$ cat src/rtl/mem_bus_arbiter_if.sv
// Bundles the two requester ports and the shared memory port of mem_bus_arbiter.
// slave: the arbiter's view; master: the requesters and memory side driving it.
interface mem_bus_arbiter_if #(
    parameter int DATA_WIDTH = 8,
    parameter int ADDR_WIDTH = 8
) ();
    logic                  m0_req;
    logic                  m0_we;
    logic [ADDR_WIDTH-1:0] m0_addr;
    logic [DATA_WIDTH-1:0] m0_wdata;
    logic [DATA_WIDTH-1:0] m0_rdata;
    logic                  m0_ack;

    logic                  m1_req;
    logic                  m1_we;
    logic [ADDR_WIDTH-1:0] m1_addr;
    logic [DATA_WIDTH-1:0] m1_wdata;
    logic [DATA_WIDTH-1:0] m1_rdata;
    logic                  m1_ack;

    logic [ADDR_WIDTH-1:0] mem_addr;
    logic [DATA_WIDTH-1:0] mem_wdata;
    logic [DATA_WIDTH-1:0] mem_rdata;
    logic                  mem_mw;
    logic                  mem_mr;
    logic [1:0]            gnt;
    logic                  busy;

    modport slave (
        input  m0_req, m0_we, m0_addr, m0_wdata,
        input  m1_req, m1_we, m1_addr, m1_wdata,
        input  mem_rdata,
        output m0_rdata, m0_ack, m1_rdata, m1_ack,
        output mem_addr, mem_wdata, mem_mw, mem_mr, gnt, busy
    );

    modport master (
        output m0_req, m0_we, m0_addr, m0_wdata,
        output m1_req, m1_we, m1_addr, m1_wdata,
        output mem_rdata,
        input  m0_rdata, m0_ack, m1_rdata, m1_ack,
        input  mem_addr, mem_wdata, mem_mw, mem_mr, gnt, busy
    );
endinterface

$ cat src/rtl/mem_bus_arbiter.sv
// Two-port req/ack arbiter sharing one RAM/peripheral port, one transaction at a time.
// Define ARB_ROUND_ROBIN_EN for round-robin tie-breaking; default is fixed priority to port 0.
module mem_bus_arbiter #(
    parameter int DATA_WIDTH = 8,
    parameter int ADDR_WIDTH = 8,
    parameter int RD_LAT     = 1
) (
    input  logic             clk,
    input  logic             rst,
    mem_bus_arbiter_if.slave bus
);
    typedef enum logic [1:0] {
        IDLE   = 2'd0,
        ACCESS = 2'd1,
        DONE   = 2'd2
    } state_t;

    // The counter holds the number of read cycles still to go after the current one.
    localparam logic [3:0] LAT_LOAD = 4'(RD_LAT - 1);

    state_t                state_q, state_d;
    logic                  owner_q, owner_d;
    logic                  we_q, we_d;
    logic [3:0]            cnt_q, cnt_d;
    logic [ADDR_WIDTH-1:0] addr_q, addr_d;
    logic [DATA_WIDTH-1:0] wdata_q, wdata_d;
    logic [DATA_WIDTH-1:0] rdata0_q, rdata0_d;
    logic [DATA_WIDTH-1:0] rdata1_q, rdata1_d;
    logic                  mw_q, mw_d;
    logic                  mr_q, mr_d;
    logic                  ack0_q, ack0_d;
    logic                  ack1_q, ack1_d;
    logic [1:0]            gnt_q, gnt_d;
    logic                  pick;

`ifdef ARB_ROUND_ROBIN_EN
    logic last_q, last_d;

    always_comb begin
        if (bus.m0_req && bus.m1_req) begin
            pick = ~last_q;
        end else begin
            pick = ~bus.m0_req;
        end
    end
`else
    assign pick = ~bus.m0_req;
`endif

    always_comb begin
        // NOTE: every next value takes a default before the case, so no branch can infer a latch.
        state_d  = state_q;
        owner_d  = owner_q;
        we_d     = we_q;
        cnt_d    = cnt_q;
        addr_d   = addr_q;
        wdata_d  = wdata_q;
        rdata0_d = rdata0_q;
        rdata1_d = rdata1_q;
        gnt_d    = gnt_q;
        mw_d     = 1'b0;
        mr_d     = 1'b0;
        ack0_d   = 1'b0;
        ack1_d   = 1'b0;
`ifdef ARB_ROUND_ROBIN_EN
        last_d   = last_q;
`endif

        unique case (state_q)
            IDLE: begin
                if (bus.m0_req || bus.m1_req) begin
                    owner_d = pick;
                    we_d    = pick ? bus.m1_we    : bus.m0_we;
                    addr_d  = pick ? bus.m1_addr  : bus.m0_addr;
                    wdata_d = pick ? bus.m1_wdata : bus.m0_wdata;
                    gnt_d   = pick ? 2'b10 : 2'b01;
                    mw_d    = we_d;
                    mr_d    = ~we_d;
                    cnt_d   = we_d ? 4'd0 : LAT_LOAD;
                    state_d = ACCESS;
`ifdef ARB_ROUND_ROBIN_EN
                    last_d  = pick;
`endif
                end
            end

            ACCESS: begin
                if (we_q || cnt_q == 4'd0) begin
                    if (!we_q) begin
                        if (owner_q) begin
                            rdata1_d = bus.mem_rdata;
                        end else begin
                            rdata0_d = bus.mem_rdata;
                        end
                    end
                    ack0_d  = ~owner_q;
                    ack1_d  = owner_q;
                    state_d = DONE;
                end else begin
                    cnt_d = cnt_q - 4'd1;
                    mr_d  = 1'b1;
                end
            end

            DONE: begin
                gnt_d   = 2'b00;
                state_d = IDLE;
            end

            default: begin
                gnt_d   = 2'b00;
                state_d = IDLE;
            end
        endcase
    end

    // NOTE: sequential state uses non-blocking assignments so every register sees pre-edge values.
    always_ff @(posedge clk or negedge rst) begin
        if (!rst) begin
            state_q  <= IDLE;
            owner_q  <= 1'b0;
            we_q     <= 1'b0;
            cnt_q    <= 4'd0;
            addr_q   <= '0;
            wdata_q  <= '0;
            // NOTE: the rdata holding registers are reset too, since they are visible on the ports.
            rdata0_q <= '0;
            rdata1_q <= '0;
            gnt_q    <= 2'b00;
            mw_q     <= 1'b0;
            mr_q     <= 1'b0;
            ack0_q   <= 1'b0;
            ack1_q   <= 1'b0;
`ifdef ARB_ROUND_ROBIN_EN
            last_q   <= 1'b1;
`endif
        end else begin
            state_q  <= state_d;
            owner_q  <= owner_d;
            we_q     <= we_d;
            cnt_q    <= cnt_d;
            addr_q   <= addr_d;
            wdata_q  <= wdata_d;
            rdata0_q <= rdata0_d;
            rdata1_q <= rdata1_d;
            gnt_q    <= gnt_d;
            mw_q     <= mw_d;
            mr_q     <= mr_d;
            ack0_q   <= ack0_d;
            ack1_q   <= ack1_d;
`ifdef ARB_ROUND_ROBIN_EN
            last_q   <= last_d;
`endif
        end
    end

    assign bus.mem_addr  = addr_q;
    assign bus.mem_wdata = wdata_q;
    assign bus.mem_mw    = mw_q;
    assign bus.mem_mr    = mr_q;
    assign bus.gnt       = gnt_q;
    assign bus.busy      = (state_q != IDLE);
    assign bus.m0_rdata  = rdata0_q;
    assign bus.m0_ack    = ack0_q;
    assign bus.m1_rdata  = rdata1_q;
    assign bus.m1_ack    = ack1_q;
endmodule

$ cat src/flat_wrapper.sv
// flat-port wrapper written by rule: the top's interface ports become plain ports
module mem_bus_arbiter_flat 
#(
    parameter int DATA_WIDTH = 8,
    parameter int ADDR_WIDTH = 8,
    parameter int RD_LAT     = 1
)
  (clk, rst, bus_m0_req, bus_m0_we, bus_m0_addr, bus_m0_wdata, bus_m1_req, bus_m1_we, bus_m1_addr, bus_m1_wdata, bus_mem_rdata, bus_m0_rdata, bus_m0_ack, bus_m1_rdata, bus_m1_ack, bus_mem_addr, bus_mem_wdata, bus_mem_mw, bus_mem_mr, bus_gnt, bus_busy);
  mem_bus_arbiter_if #(.DATA_WIDTH(DATA_WIDTH), .ADDR_WIDTH(ADDR_WIDTH)) bus_i ();
  input  logic clk;
  input  logic rst;
  input wire logic [$bits(bus_i.m0_req)-1:0] bus_m0_req;
  input wire logic [$bits(bus_i.m0_we)-1:0] bus_m0_we;
  input wire logic [$bits(bus_i.m0_addr)-1:0] bus_m0_addr;
  input wire logic [$bits(bus_i.m0_wdata)-1:0] bus_m0_wdata;
  input wire logic [$bits(bus_i.m1_req)-1:0] bus_m1_req;
  input wire logic [$bits(bus_i.m1_we)-1:0] bus_m1_we;
  input wire logic [$bits(bus_i.m1_addr)-1:0] bus_m1_addr;
  input wire logic [$bits(bus_i.m1_wdata)-1:0] bus_m1_wdata;
  input wire logic [$bits(bus_i.mem_rdata)-1:0] bus_mem_rdata;
  output wire logic [$bits(bus_i.m0_rdata)-1:0] bus_m0_rdata;
  output wire logic [$bits(bus_i.m0_ack)-1:0] bus_m0_ack;
  output wire logic [$bits(bus_i.m1_rdata)-1:0] bus_m1_rdata;
  output wire logic [$bits(bus_i.m1_ack)-1:0] bus_m1_ack;
  output wire logic [$bits(bus_i.mem_addr)-1:0] bus_mem_addr;
  output wire logic [$bits(bus_i.mem_wdata)-1:0] bus_mem_wdata;
  output wire logic [$bits(bus_i.mem_mw)-1:0] bus_mem_mw;
  output wire logic [$bits(bus_i.mem_mr)-1:0] bus_mem_mr;
  output wire logic [$bits(bus_i.gnt)-1:0] bus_gnt;
  output wire logic [$bits(bus_i.busy)-1:0] bus_busy;
  assign bus_i.m0_req = bus_m0_req;
  assign bus_i.m0_we = bus_m0_we;
  assign bus_i.m0_addr = bus_m0_addr;
  assign bus_i.m0_wdata = bus_m0_wdata;
  assign bus_i.m1_req = bus_m1_req;
  assign bus_i.m1_we = bus_m1_we;
  assign bus_i.m1_addr = bus_m1_addr;
  assign bus_i.m1_wdata = bus_m1_wdata;
  assign bus_i.mem_rdata = bus_mem_rdata;
  assign bus_m0_rdata = bus_i.m0_rdata;
  assign bus_m0_ack = bus_i.m0_ack;
  assign bus_m1_rdata = bus_i.m1_rdata;
  assign bus_m1_ack = bus_i.m1_ack;
  assign bus_mem_addr = bus_i.mem_addr;
  assign bus_mem_wdata = bus_i.mem_wdata;
  assign bus_mem_mw = bus_i.mem_mw;
  assign bus_mem_mr = bus_i.mem_mr;
  assign bus_gnt = bus_i.gnt;
  assign bus_busy = bus_i.busy;
  mem_bus_arbiter #(.DATA_WIDTH(DATA_WIDTH), .ADDR_WIDTH(ADDR_WIDTH), .RD_LAT(RD_LAT)) u_core (.clk(clk), .rst(rst), .bus(bus_i));
endmodule
$ cat config.mk
export PLATFORM = sky130hd
export DESIGN_NAME = mem_bus_arbiter_flat
export DESIGN_NICKNAME = d
export VERILOG_FILES = /design/src/rtl/mem_bus_arbiter_if.sv /design/src/rtl/mem_bus_arbiter.sv /design/src/flat_wrapper.sv
export SDC_FILE = /design/constraint.sdc
export NUM_CORES = 1
export LEC_CHECK = 0
export BUFFER_PORTS_ARGS = -buffer_cell sky130_fd_sc_hd__buf_4
export CAP_MARGIN = 20
export CORE_ASPECT_RATIO = 0.7
export CORE_UTILIZATION = 47
export CTS_BUF_LIST = sky130_fd_sc_hd__clkbuf_4 sky130_fd_sc_hd__clkbuf_8
export CTS_CLUSTER_SIZE = 14
export DETAILED_ROUTE_END_ITERATION = 7
export PLACE_DENSITY_LB_ADDON = 0.2
export SLEW_MARGIN = 40
export SYNTH_ARGS = -nofsm -noshare
export SYNTH_HDL_FRONTEND = slang
export SYNTH_SLANG_ARGS = --single-unit
$ cat constraint.sdc
create_clock -name clk -period 4.7 [get_ports clk]
set_clock_uncertainty 0.1 [all_clocks]
set_input_delay 0.705 -clock clk [delete_from_list [all_inputs] [get_ports clk]]
set_output_delay 0.705 -clock clk [all_outputs]
set_load 0.02 [all_outputs]
Word-level counts from Yosys, hierarchy flattened
Index checks and enable logic that the tools add are counted.
- input bits: 46
- register bits: 46
- output and inout port bits: 39
- multiplexer cells: 21
- add/sub/neg operators: 1
- reductions and logical operators: 12
- equal/unequal tests: 4
- bitwise gates (word level): 5
- operators with widths (operator ; count):
    two-way mux 8 bit ; 2
    two-way mux 1 bit ; 9
    two-way mux 2 bit ; 4
    two-way mux 4 bit ; 2
    one-hot mux 2 bit (2 select lines) ; 2
    one-hot mux 4 bit (2 select lines) ; 1
    AND reduction 4 bit ; 2
    AND reduction 2 bit ; 3
    NOT 1 bit ; 5
    zero test 4 bit ; 1
    inequality test 2 x 1 -> 1 bit (second input constant) ; 2
    nonzero test 2 bit ; 2
    subtractor 4 x 1 -> 4 bit (second input constant) ; 1
    AND reduction 3 bit ; 1
    == test 2 x 1 -> 1 bit (second input constant) ; 1
    zero test 2 bit ; 1
    logical OR 1 bit ; 2
    inequality test 2 bit (second input constant) ; 1
    one-hot mux 1 bit (2 select lines) ; 1

Longest topological paths before layout
Gate-level depths: netlist of run 1.
- depth in word-level cells: 4
- depth in mapped cells: 6

Least setup slack after synthesis of run 1
No wires, ideal clock.
- path type: reg2out
- start point: register u_core.state_q[1]
- end point: output bus_busy
- stages on the path, launching flop included: 4
- setup slack: 2.804 ns
- path buffers: 2
- arrival time: 1.091 ns
- path through: dfrtp_1 -> or2_1 -> buf_2 -> clkbuf_1
- word-level cells in the longest chain between the ends: 1
- ends and longest elaborated chain (element ; line ; source):
    from (decl) ; mem_bus_arbiter.sv:21 ; state_t state_q, state_d;
    from (signal assigned) ; mem_bus_arbiter.sv:138 ; state_q <= state_d;
    nonzero test 2 bit ; mem_bus_arbiter.sv:162 ; assign bus.busy = (state_q != IDLE);
    to (decl) ; flat_wrapper.sv:30 ; output wire logic [$bits(bus_i.busy)-1:0] bus_busy;
Every way passes these cells.

Worst setup path after layout of run 1
Same ends and word-level chain as after synthesis.

==> results.sh, run 1 <==
export IMPL_status="finished clean"
export IMPL_portBuffers=84
export IMPL_yosys_register_bits=46
export IMPL_post_drt_via_cell_ratio=5.210
export IMPL_hpwl_mm=3.182
export IMPL_reg2reg_slack_ns=2.53
export IMPL_switching_share=0.3955
export IMPL_netlist_area_um2=2029
export IMPL_vias=1563
export IMPL_coreArea_um2=4018
export IMPL_final_hold_violation_count=0
export IMPL_htreeDepth=2
export IMPL_synth_cells=166
export IMPL_root_buffer="clkbuf_8"
export IMPL_firstDrtPassIters=4
export IMPL_drc=0
export IMPL_grt_pass1_vias=1610
export IMPL_cp_max_fo=21
export IMPL_start_util=0.5051
export IMPL_yosysSeqAreaShare=0.5672
export IMPL_critPathKind="register to primary output"
export IMPL_placed_cells=293
export IMPL_area_growth_pct=36.25
export IMPL_p_int_mw=1.113
export IMPL_crit_chain="or2_1, buf_4"
export IMPL_track_usage=0.2079
export IMPL_clock_latency_ns=0.29
export IMPL_worst_slack_ns=2.320
export IMPL_rows=19
export IMPL_total_power_mw=1.840
export IMPL_cts_sinks=46
export IMPL_slew_violations=0
export IMPL_relSlewSlack=0.5636
export IMPL_syn_area_per_cell_um2=12.23
export IMPL_place_congestion=0.7956
export IMPL_cap_viol_max_count=0
export IMPL_synth_nets=214
export IMPL_cp_start_kind="register"
export IMPL_die_area_um2=4589
export IMPL_worstMarginPinSlew_ns=0.6547
export IMPL_p_leak_nw=1.362
export IMPL_combPwrFrac=0.491
export IMPL_clk_pin_slew_worst_paths_ns=0.08
export IMPL_boundaryPins=85
export IMPL_setup_violations=0
export IMPL_cts_resized_gates=0
export IMPL_post_route_util=0.6883
export IMPL_num_antenna_cells=0
export IMPL_grt_pass1_wl_mm=7.162
export IMPL_cp_end_kind="primary output"
export IMPL_dieHeight_um=56.98
export IMPL_slowest_stage="or2_1"
export IMPL_path_buf_inv=1
export IMPL_synth_edf_count=0
export IMPL_wl_per_cell_um=14.29
export IMPL_yosysWarnings=0
export IMPL_p_clk_frac=0.127
export IMPL_finalNonFillerCells=300
export IMPL_hold_buffers=0
export IMPL_dp_slack_ns=2.532
export IMPL_final_area_um2=2765
export IMPL_setup_tns_final_ns=0
export IMPL_powerDensity_nw_per_um2=665.5
export IMPL_async_flop_share=1.000
export IMPL_drtIter0Drc=73
export IMPL_hold_slack_ns=0.2992
export IMPL_fmax_mhz=420.2
export IMPL_antenna_found_initial=0
export IMPL_grt_max_degree=47
export IMPL_drive_gt1_frac=0.4556
export IMPL_fin_crit_sh=0.5064
export IMPL_cp_data_required_time_ns=3.89
export IMPL_seqPwrFrac=0.383
export IMPL_p_switching_uw=727.8
export IMPL_hold_class="primary input to asynchronous set/reset pin"
export IMPL_numCtsBuffers=5
export IMPL_critPathTopFamily="simple AND/OR/NAND/NOR gates"
export IMPL_postCtsSetupRepairBufs=0
export IMPL_synthFlopType="dfrtp_1"
export IMPL_die_x_um=80.54
export IMPL_place_area_um2=2681
export IMPL_tritoncts="built"
export IMPL_arrival_ns=1.57
export IMPL_overflow=0
export IMPL_cts_buffer_depth=2
export IMPL_nNetsFinal=296
export IMPL_rsz0062_at_grt="false"
export IMPL_ir_drop_mv=0.3343
export IMPL_ant_nets=0
export IMPL_slowest_delay_ns=0.57
export IMPL_yosys_cell_types_count=31
export IMPL_totalWireLength_mm=4.286
export IMPL_min_period_ns=2.380
[synth_stat cells, drive strengths merged, types with 2 or more instances]
| cell type | instances | area, µm² |
|---|---|---|
| dfrtp | 46 | 1151 |
| o21ai | 35 | 175.2 |
| mux2i | 18 | 180.2 |
| mux2 | 17 | 191.4 |
| nor2 | 7 | 26.28 |
| buf | 6 | 36.28 |
| inv | 6 | 22.52 |
| clkbuf | 4 | 15.01 |
| nand2b | 3 | 18.77 |
| a211oi | 2 | 15.01 |
| a31o | 2 | 17.52 |
| ha | 2 | 25.02 |
| nor3b | 2 | 26.28 |
| or2 | 2 | 12.51 |
[kinds of logic (layout without fill, tap and decap cells)]
kind of cell,count (synthesis),after routing,share of synthesized area
fa+ha+maj,2,2,0.01233
buf+inv,16,98,0.03637
compound gates,44,44,0.1270
simple gates,23,23,0.07400
mux,35,35,0.1831
flops,46,46,0.5672
[sequential cells by signal, summed over array words and instances (netlist names), 2 cells and up]
| name | cells |
|---|---|
| u_core.bus.m0_rdata | 8 |
| u_core.bus.m1_rdata | 8 |
| u_core.bus.mem_addr | 8 |
| u_core.bus.mem_wdata | 8 |
| u_core.cnt_q | 4 |
| u_core.bus.gnt | 2 |
| u_core.state_q | 2 |
[worst paths after layout]
kind	startpoint	end	cells past startpoint
setup / recovery	u_core.state_q[1]	bus_busy	2
hold / removal	rst	u_core.bus.mem_addr[7]	1
setup reg to reg	u_core.cnt_q[0]	u_core.bus.m0_rdata[4]	5
hold reg to reg	u_core.owner_q	u_core.bus.m0_ack	1
max in group asynchronous	rst	u_core.bus.m0_rdata[2]	1
min in group clk	u_core.owner_q	u_core.bus.m0_ack	1
[placed cells by master, fill, tap and decap left out, types with 2 or more instances in the layout]
master / instances
a211oi_1: 2
a31o_2: 2
buf_4: 85
clkbuf_4: 2
clkbuf_8: 5
dfrtp_1: 46
ha_1: 2
inv_1: 6
mux2_2: 16
mux2i_1: 18
nand2b_1: 3
nor2_1: 7
o21ai_0: 35
or2_1: 2
[power by group through the flow]
stage / Sequential [mW] / Clock [mW] / Combinational, mW
floorplan: 0.886 / 0 / 0.359
global placement: 0.704 / 0 / 0.894
detailed placement: 0.706 / 0 / 0.915
CTS: 0.703 / 0.239 / 0.913
global route: 0.727 / 0.258 / 0.979
finish: 0.704 / 0.233 / 0.903
[area by class of cell]
| class | instances | area [µm²] |
|---|---|---|
| clock buffers | 7 | 83.83 |
| well taps | 52 | 65.06 |
| multi-input cells | 104 | 804.5 |
| fillers | 304 | 1252 |
| flip-flops and latches | 46 | 1151 |
| inverters | 6 | 22.52 |
| repair buffers | 85 | 638.1 |
[routing by layer]
metal,track usage,wire [µm],up-vias
met4,0.06633,53,0
met2,0.3390,2052,41
met1,0.2697,1970,766
li1,-,-,749
met5,0,0,-
met3,0.06080,210,7
(Power assumes the default switching activity.)
==> inputs of run 2 (changes only) <==
--- a/config.mk
+++ b/config.mk
@@ -5,6 +5,7 @@
 export SDC_FILE = /design/constraint.sdc
 export NUM_CORES = 1
 export LEC_CHECK = 0
+export ABC_AREA = 1
 export BUFFER_PORTS_ARGS = -buffer_cell sky130_fd_sc_hd__buf_4
 export CAP_MARGIN = 20
 export CORE_ASPECT_RATIO = 0.7
==> constraint.sdc (replaced) <==
create_clock -name clk -period 2.2 [get_ports clk]
set_clock_uncertainty 0.1 [all_clocks]
set_input_delay 0.33 -clock clk [delete_from_list [all_inputs] [get_ports clk]]
set_output_delay 0.33 -clock clk [all_outputs]
set_load 0.02 [all_outputs]
==> run 2 against run 1 <==
  * Sequential cell count is the same
  * Clock power up 130%
  * Design area is 0.68% higher
  * Largest cell class unchanged
  * Non-clock buffer count did not move
  * Combinational power rose by 130%
  * Synthesized area grew 0.86%
  * Setup slack lost 1.8 ns
  * Hold slack lost 0.10 ns
  * Cell count is 22% higher
  * Synthesized cell count increased by 38%
  * Wire length up 6.7%
  * Critical endpoint is now u_core.bus.m0_rdata[6]
  * Die area up 0.85%
==> results.sh, run 2 <==
export IMPL_numCtsBuffers=5
export IMPL_coreArea_um2=4041
export IMPL_ant_nets=0
export IMPL_finalNonFillerCells=365
export IMPL_boundaryPins=85
export IMPL_grtUsageMet2=0.3169
export IMPL_p_leak_nw=1.459
export IMPL_synthFlopType="dfrtp_1"
export IMPL_synth_nets=277
export IMPL_synth_cells=229
export IMPL_placed_cells=356
export IMPL_firstDrtPassIters=4
export IMPL_hold_path_startpoint="bus_m1_addr[7]"
export IMPL_htreeDepth=2
export IMPL_cp_start_kind="register"
export IMPL_cap_viol_max_count=0
export IMPL_totalWireLength_mm=4.573
export IMPL_slowest_delay_ns=0.37
export IMPL_slew_violations=0
export IMPL_arrival_ns=1.78
export IMPL_busiest_layer="met1"
export IMPL_drc=0
export IMPL_final_hold_violation_count=0
export IMPL_fmax_mhz=591.8
export IMPL_drive_gt1_frac=0.3387
export IMPL_nNetsFinal=360
export IMPL_place_congestion=0.7889
export IMPL_cts_buffer_depth=2
export IMPL_hpwl_mm=3.447
export IMPL_cp_end_kind="register"
export IMPL_die_x_um=80.88
export IMPL_root_buffer="clkbuf_8"
export IMPL_fin_crit_sh=0.7681
export IMPL_track_usage=0.2226
export IMPL_rsz0062_at_grt="false"
export IMPL_setup_violations=0
export IMPL_clk_pin_slew_worst_paths_ns=0.08
export IMPL_clock_latency_ns=0.29
export IMPL_dieHeight_um=57.22
export IMPL_hold_slack_ns=0.1959
export IMPL_use_met3=0.06400
export IMPL_yosys_top_cells_count="nand2_1, dfrtp_1, nor2_1"
export IMPL_synth_edf_count=0
export IMPL_nFillCells=343
export IMPL_synth_area_top_cells="dfrtp_1, nand2_1, a31oi_1"
export IMPL_num_antenna_cells=0
export IMPL_yosysWarnings=0
export IMPL_powerDensity_nw_per_um2=1476
export IMPL_start_util=0.5065
export IMPL_grt_max_degree=47
export IMPL_path_buf_inv=1
export IMPL_cp_max_fo=19
export IMPL_die_area_um2=4628
export IMPL_ff_latch_area_um2=1151
export IMPL_crit_chain="inv_1, ha_1, nand3_1, nand2_2, nand3_2, nand2_1, nand2_1"
export IMPL_tritoncts="built"
export IMPL_cts_sinks=46
export IMPL_portBuffers=84
export IMPL_crit_path_start="u_core.cnt_q[0]"
export IMPL_timing_rr_start="u_core.cnt_q[0]"
export IMPL_netlist_area_um2=2047
export IMPL_wl_per_cell_um=12.53
export IMPL_area_growth_pct=36.00
export IMPL_yosys_register_bits=46
export IMPL_yosys_area_top_type="dfrtp_1"
export IMPL_final_cell_mix="buf_4, nand2_1, dfrtp_1"
export IMPL_cts_resized_gates=0
export IMPL_yosys_cell_types_count=23
export IMPL_ir_drop_mv=0.7899
export IMPL_critPathKind="register to register"
export IMPL_min_period_ns=1.690
export IMPL_postCtsSetupRepairBufs=0
export IMPL_status="finished clean"
export IMPL_overflow=0
export IMPL_drtIter0Drc=74
export IMPL_hold_class="primary input to register"
export IMPL_setup_tns_final_ns=0
export IMPL_syn_area_per_cell_um2=8.939
export IMPL_async_flop_share=1.000
export IMPL_antenna_found_initial=0
export IMPL_vias=1806
export IMPL_yosysSeqAreaShare=0.5623
export IMPL_yosysTopAreaCellShare=0.5623
export IMPL_yosysMostFrequentCell="nand2_1"
export IMPL_hold_buffers=1
export IMPL_grt_pass1_vias=1637
export IMPL_relSlewSlack=0.6241
export IMPL_worstMarginPinSlew_ns=0.5638
export IMPL_critPathTopFamily="simple AND/OR/NAND/NOR gates"
export IMPL_crit_top_cell="nand2_1"
export IMPL_multi_input_area_um2=772.0
export IMPL_final_common_cell="buf_4"
export IMPL_met1_usage=0.3288
export IMPL_grt_pass1_wl_mm=7.610
export IMPL_slowest_stage="dfrtp_1"
export IMPL_rows=19
export IMPL_post_drt_via_cell_ratio=4.948
export IMPL_cp_data_required_time_ns=2.29
-- run 2: cell types whose count changed in the layout (fill, tap and decap cells not counted), sizes merged, moves of 10 or more --
cell   previous run  this run
mux2             17         0
nand4             0        16
mux2i            18         0
nand2             0        83
o21ai            35         7
a31oi             0        16
nor2              7        25
inv               6        16
-- run 2: cell families (layout without fill, tap and decap cells) --
kind of cell / after synthesis / count (layout) / share of synthesized area
adders and majority gates: 2 / 2 / 0.01222
xor gates and xnor gates: 1 / 1 / 0.004280
and+or+nand+nor: 131 / 131 / 0.2916
AOI/OAI and AO/OA: 24 / 24 / 0.06907
buffers and inverters: 25 / 109 / 0.06051
DFF: 46 / 46 / 0.5623
-- run 2: power by group --
part | leakage (nW) | internal (mW) | total, mW | switching [mW]
clock | 0.0472 | 0.252 | 0.525 | 0.273
combinational | 0.857 | 0.805 | 2.08 | 1.28
sequential | 0.555 | 1.25 | 1.50 | 0.253
total | 1.46 | 2.30 | 4.11 | 1.80
-- run 2: layer usage --
layer,wire length (µm),vias to the layer above
met5,0,-
met4,57,0
met3,302,8
met2,1980,54
li1,-,919
met1,2233,825
-- run 2: path summary, 6_finish.rpt --
path                                           end  slack, ns  cells after the start
max                         u_core.bus.m0_rdata[6]       0.51                      7
min                         u_core.bus.mem_addr[7]       0.20                      3
max reg2reg                 u_core.bus.m0_rdata[6]       0.51                      7
min reg2reg                 u_core.bus.m1_rdata[6]       0.38                      2
max in group asynchronous        u_core.bus.mem_mw       1.15                      2
min in group asynchronous  u_core.bus.mem_wdata[0]       0.46                      2
-- run 2: area by class of cell --
type,count,share of cell area
Inverter,16,0.02157
Timing Repair Buffer,85,0.2301
Clock buffer,6,0.02966
Sequential cell,46,0.4135
Tap cell,52,0.02337
Clock inverter,2,0.004494
Multi-Input combinational cell,158,0.2773
-- run 2: metrics by stage --
| stage | utilization | cell area (µm²) | total power [mW] | setup slack, ns |
|---|---|---|---|---|
| 6_report | 0.6889 | 2784 | 4.108 | 0.5102 |
| 5_1_grt | 0.6889 | 2784 | 4.422 | 0.3554 |
| 4_1_cts | 0.6889 | 2784 | 4.142 | 0.5192 |
| 3_5_place_dp | 0.6628 | 2679 | 3.610 | 0.5252 |
| 3_3_place_gp | 0.6628 | 2679 | 3.546 | 0.6107 |
| 2_1_floorplan | - | 2047 | 2.825 | 0.8215 |
-- run 2: tightest hold or removal path, stage by stage --
cell	delay [ns]
buf_4	0.10
nand2_1	0.05
a31oi_1	0.07
